[config.mk]
export PLATFORM = sky130hd
export DESIGN_NAME = mac_sequencer
export DESIGN_NICKNAME = d
export VERILOG_FILES = /design/src/rtl/mac_sequencer.sv
export SDC_FILE = /design/constraint.sdc
export NUM_CORES = 1
export LEC_CHECK = 0
export CAP_MARGIN = 5
export CORE_MARGIN = 3
export CORE_UTILIZATION = 59
export CTS_CLUSTER_DIAMETER = 200
export DETAILED_ROUTE_END_ITERATION = 12
export PLACE_DENSITY_LB_ADDON = 0.2
export SETUP_SLACK_MARGIN = 0.02
export SLEW_MARGIN = 25
export SYNTH_ARGS = -nofsm -noshare
export SYNTH_HDL_FRONTEND = slang
export SYNTH_SLANG_ARGS = --single-unit
[constraint.sdc]
create_clock -name clk -period 2.64 [get_ports clk]
set_clock_uncertainty 0.15 [all_clocks]
set_input_delay 0.528 -clock clk [delete_from_list [all_inputs] [get_ports clk]]
set_output_delay 0.528 -clock clk [all_outputs]
set_load 0.05 [all_outputs]
[src/rtl/mac_sequencer.sv]
// Switch-driven multiply-accumulate sequencer: debounced exec/clear buttons,
// 8-step shift-add multiplier and a 16-bit wrapping accumulator with sticky overflow.
module mac_sequencer #(
  parameter int DATA_W  = 8,
  parameter int ACC_W   = 16,
  parameter int DEB_CYC = 16
) (
  input  logic              clk,
  input  logic              rst_n,
  input  logic [DATA_W-1:0] din,
  input  logic              load_a,
  input  logic              load_b,
  input  logic              exec_btn,
  input  logic              clr_btn,
  output logic [ACC_W-1:0]  acc,
  output logic              busy,
  output logic              done,
  output logic              ovf,
  output logic              err,
  output logic              a_valid,
  output logic              b_valid,
  output logic [1:0]        fsm_state
);

  localparam int DEB_W = $clog2(DEB_CYC);
  localparam int CNT_W = $clog2(DATA_W);

  typedef enum logic [1:0] {
    IDLE = 2'd0,
    MUL  = 2'd1,
    ACC  = 2'd2,
    DONE = 2'd3
  } state_t;

  state_t state, state_n;

  // Button conditioning, bit 0 = exec, bit 1 = clear.
  logic [1:0]       sync1, sync2, deb, deb_d, btn_p;
  logic [DEB_W-1:0] deb_cnt [2];
  logic             exec_p, clr_p;

  always_ff @(posedge clk or negedge rst_n) begin
    if (!rst_n) begin
      sync1      <= '0;
      sync2      <= '0;
      deb        <= '0;
      deb_d      <= '0;
      deb_cnt[0] <= '0;
      deb_cnt[1] <= '0;
    end else begin
      sync1 <= {clr_btn, exec_btn};
      sync2 <= sync1;
      deb_d <= deb;
      for (int i = 0; i < 2; i++) begin
        if (sync2[i] == deb[i]) begin
          deb_cnt[i] <= '0;
        end else if (deb_cnt[i] == DEB_W'(DEB_CYC - 1)) begin
          deb[i]     <= ~deb[i];
          deb_cnt[i] <= '0;
        end else begin
          deb_cnt[i] <= deb_cnt[i] + 1'b1;
        end
      end
    end
  end

  assign btn_p  = deb & ~deb_d;
  assign exec_p = btn_p[0];
  assign clr_p  = btn_p[1];

  logic [DATA_W-1:0] op_a, op_b, mplier;
  logic [ACC_W-1:0]  prod, mcand;
  logic [CNT_W-1:0]  cnt;
  logic [ACC_W:0]    sum;

  assign sum = {1'b0, acc} + {1'b0, prod};

  always_ff @(posedge clk or negedge rst_n) begin
    if (!rst_n) state <= IDLE;
    else        state <= state_n;
  end

  always_comb begin
    state_n = state;
    err     = 1'b0;
    if (clr_p) begin
      state_n = IDLE;
    end else begin
      case (state)
        IDLE: if (exec_p) begin
          if (a_valid && b_valid) state_n = MUL;
          else                    err     = 1'b1;
        end
        MUL:  if (cnt == CNT_W'(DATA_W - 1)) state_n = ACC;
        ACC:  state_n = DONE;
        DONE: state_n = IDLE;
        default: state_n = IDLE;
      endcase
    end
  end

  assign busy      = (state == MUL) || (state == ACC);
  assign done      = (state == DONE);
  assign fsm_state = state;

  always_ff @(posedge clk or negedge rst_n) begin
    if (!rst_n) begin
      acc     <= '0;
      ovf     <= 1'b0;
      a_valid <= 1'b0;
      b_valid <= 1'b0;
      op_a    <= '0;
      op_b    <= '0;
      prod    <= '0;
      mcand   <= '0;
      mplier  <= '0;
      cnt     <= '0;
    end else if (clr_p) begin
      // Clear aborts any in-flight op; acc is never written from prod here.
      acc     <= '0;
      ovf     <= 1'b0;
      a_valid <= 1'b0;
      b_valid <= 1'b0;
    end else begin
      case (state)
        IDLE: begin
          if (load_a) begin
            op_a    <= din;
            a_valid <= 1'b1;
          end
          if (load_b) begin
            op_b    <= din;
            b_valid <= 1'b1;
          end
          if (exec_p && a_valid && b_valid) begin
            prod   <= '0;
            mcand  <= ACC_W'(op_a);
            mplier <= op_b;
            cnt    <= '0;
          end
        end
        MUL: begin
          if (mplier[0]) prod <= prod + mcand;
          mcand  <= mcand << 1;
          mplier <= mplier >> 1;
          cnt    <= cnt + 1'b1;
        end
        ACC: begin
          acc     <= sum[ACC_W-1:0];
          ovf     <= ovf | sum[ACC_W];
          a_valid <= 1'b0;
          b_valid <= 1'b0;
        end
        default: ;
      endcase
    end
  end

endmodule
==> reports/qor.txt <==
Vias in the first global route = 4261
Vias = 4268
Nets = 654
Clock-pin transition on the worst setup and hold timing paths = 0.10 ns
Commonest non-fill, non-tap cells in the layout = dfrtp_1 (94), nand2_1 (73), o21ai_0 (50), ha_1 (39), clkdlybuf4s50_1 (34)
Complex-gate fraction of the synthesized area = 18.1%
Maximum fanout along the worst path = 4
Layout cells sized above 1 = 10.1%
# IOs = 38
Critical Path Source Type = flop
XOR/XNOR Fraction of Synth Area = 2.39%
Tot GR Track Use = 23.8%
Hold crit path type = in2async
Total CTS buffers = 9
Worst setup endpoint = prod[12]
Primary FF master, synth = dfrtp_1
R2r startpoint = prod[0]
Metal2 WL = 5730 um
Mux cell area share after synthesis = 7.35%
Root Buffer = clkbuf_8
Die Span X = 103 um
Detailed-route wire length per cell = 16.3 um
Critical path required time = 2.79 ns
Adder-cell share of the synthesized area = 9.83%
RR Endpoint = prod[12]
FILL cells = 676
Core area = 8890 um2
Worst reg2reg path depth = 9
Critical path launch point = prod[0]
Final Hold Vio Count = 12
Pins over their slew limit = 0
PwrDens = 1200 nW/um2
Simple-Gate Fraction of Synth Area = 16.0%
Register area = 2400 um2
Synth Net Count = 617
First-pass GRT wire length = 20000 um
M1 WL = 5300 um
Rel. slew slack = 64.1%
I/O Buffers = 37
Clock period minus worst slack = 2.49 ns
Die area = 10500 um2
Via density = 6.00
Area Overhead vs Synth = 13.9%
Register area share after synthesis = 43.7%
Met3 wire len = 327 um
Max Fclk = 401 MHz
Largest net degree at the start of global routing = 45
Peak VDD IR = 0.000658 V
Post-DRT Antenna Nets = 0
LEAKAGE = 2.86 nW
Yosys cell types = 67
Yosys warning total = 0
Final cell count without fillers = 711
Antenna violations before repair = 0
DP Cell Count = 695
TNS Setup = 0 ns
Crit path arrival time = 2.64 ns
Total Wirelength = 11600 um
Max layer used = met4
Synthesized area per cell = 9.80 um2
Status = finished, violations left
Failing checks = negative hold slack
Area share of the largest cell type after synthesis = 43.7%
#FFs+latches synth = 96
Setup-failing EPs final = 0
WS Path Type = reg2reg
Footprint of the multi-input gates = 3000 um2
Row count = 34
1st-pass router iterations = 5
Skew-Pair Late Insertion Delay = 0.36 ns
Clk buf depth = 2
Number of synthesized flops with an enable pin = 0
Antenna diode count = 0
CTS tree = done
RSZ-0062 raised after global routing = no
R2r setup slk = 0.15 ns
Commonest non-fill, non-tap cell in the layout = dfrtp_1
Synth Cell Area = 5500 um2
Post-synth top area cell = dfrtp_1
Worst Tran Pin Value = 0.537 ns
Final Util = 70.5%
Initial core utilization = 61.9%
Die span in y = 103 um
Grt ovf = 0
Post-DP HPWL = 8630 um
CP endpoint kind = flop
Final period utilization = 94.4%
Synthesized instance count = 561
Remaining DRCs = 0
Post-CTS Setup Inserts = 0
Final hold slack = -0.00488 ns
1st-iter DRT viols = 120
Max_cap viols = 0
Clk sinks = 96
Routability cong. = 0.880
Main combinational cell family by area after synthesis = compound AO/OA/AOI/OAI gates
Ys async rst share = 100%
H-tree depth = 3
Synth top area cells = dfrtp_1 (44%), ha_1 (9.1%), nand2_1 (5.0%), o21ai_0 (4.5%), mux2_2 (3.9%)
power by group:
group          total (mW)  switching [mW]  internal [mW]  leakage, nW
combinational        4.13            2.48           1.65         1.56
sequential           2.46           0.449           2.01         1.21
clock               0.927           0.561          0.365       0.0913
total                7.52            3.49           4.03         2.86
repair_timing:
action                     in CTS  in global routing
setup endpoints to repair       1                  4
resized for setup               1                  3
hold buffers                    0                  0
per-layer routing:
layer / global-route usage (%) / vias up
met1: 31.2 / 2076
met3: 2.84 / 20
li1: - / 2106
met5: 0 / -
met2: 41.1 / 66
met4: 7.67 / 0
area by class of cell:
| cell class | instances | share of cell area (%) |
|---|---|---|
| timing repair buffer | 48 | 7.71 |
| inverter | 16 | 0.959 |
| multi-input combinational | 427 | 47.9 |
| clock buffer | 10 | 2.04 |
| sequential | 96 | 38.4 |
| tap | 108 | 2.16 |
| clock inverter | 6 | 0.899 |
stage by stage:
step | setup WS [ns] | hold WS [ns] | area, um2 | power (mW)
6_report | 0.149 | -0.00488 | 6260 | 7.52
5_1_grt | 0.0251 | 0.0109 | 6260 | 8.14
4_1_cts | 0.122 | 0.00636 | 6240 | 7.52
3_5_place_dp | 0.165 | 0.191 | 6060 | 6.58
3_3_place_gp | 0.263 | 0.184 | 6060 | 6.44
2_1_floorplan | 0.0795 | 0.0824 | 5520 | 5.45
how the worst min path moves through the flow:
| stage | end | depth (start not counted) | startpoint | slack (ns) |
|---|---|---|---|---|
| 2_1_floorplan | a_valid | 0 | rst_n | 0.08 |
| 3_3_place_gp | sync2[1] | 0 | sync1[1] | 0.18 |
| 3_5_place_dp | sync2[0] | 0 | sync1[0] | 0.19 |
| 4_1_cts | acc[5] | 1 | rst_n | 0.006 |
| 5_1_grt | acc[5] | 1 | rst_n | 0.01 |
| 6_report | acc[11] | 1 | rst_n | -0.005 |
worst max-delay path, cell delays in order, from the launching register on:
cell      delay, ns
dfrtp_1        0.42
ha_1           0.22
inv_1          0.08
fa_1           0.26
nor2b_4        0.07
o31ai_4        0.24
a311oi_2       0.16
or3_4          0.41
or3_1          0.35
nand3_1        0.08
state kept, by name (all words and copies together), names as in the netlist, 3 cells and up:
signal,cells
deb_cnt,8
acc,16
mcand,16
op_b,8
op_a,8
prod,16
cnt,3
mplier,8
logic make-up after synthesis:
group                    Yosys count
AND/OR/NAND/NOR                  180
AO/OA/AOI/OAI                    152
flip-flops                        96
adder cells (fa/ha/maj)           42
buffers and inverters             38
multiplexers                      38
XOR/XNOR                          15
synth_stat cells (3+ instances only):
| cell type | number |
|---|---|
| a211oi_1 | 8 |
| a21o_1 | 15 |
| a21oi_1 | 30 |
| a22o_1 | 3 |
| a311oi_1 | 3 |
| and2_1 | 7 |
| and3_1 | 3 |
| clkbuf_1 | 18 |
| dfrtp_1 | 96 |
| ha_1 | 40 |
| inv_1 | 16 |
| mux2_2 | 19 |
| mux2i_1 | 19 |
| nand2_1 | 73 |
| nand2b_1 | 6 |
| nand3_1 | 24 |
| nand3b_1 | 3 |
| nand4b_1 | 3 |
| nor2_1 | 26 |
| nor2b_1 | 7 |
| nor3_1 | 11 |
| o211ai_1 | 3 |
| o21a_1 | 5 |
| o21ai_0 | 50 |
| o22ai_1 | 3 |
| xnor2_1 | 10 |
| xor2_1 | 5 |
(Power assumes the default switching activity.)
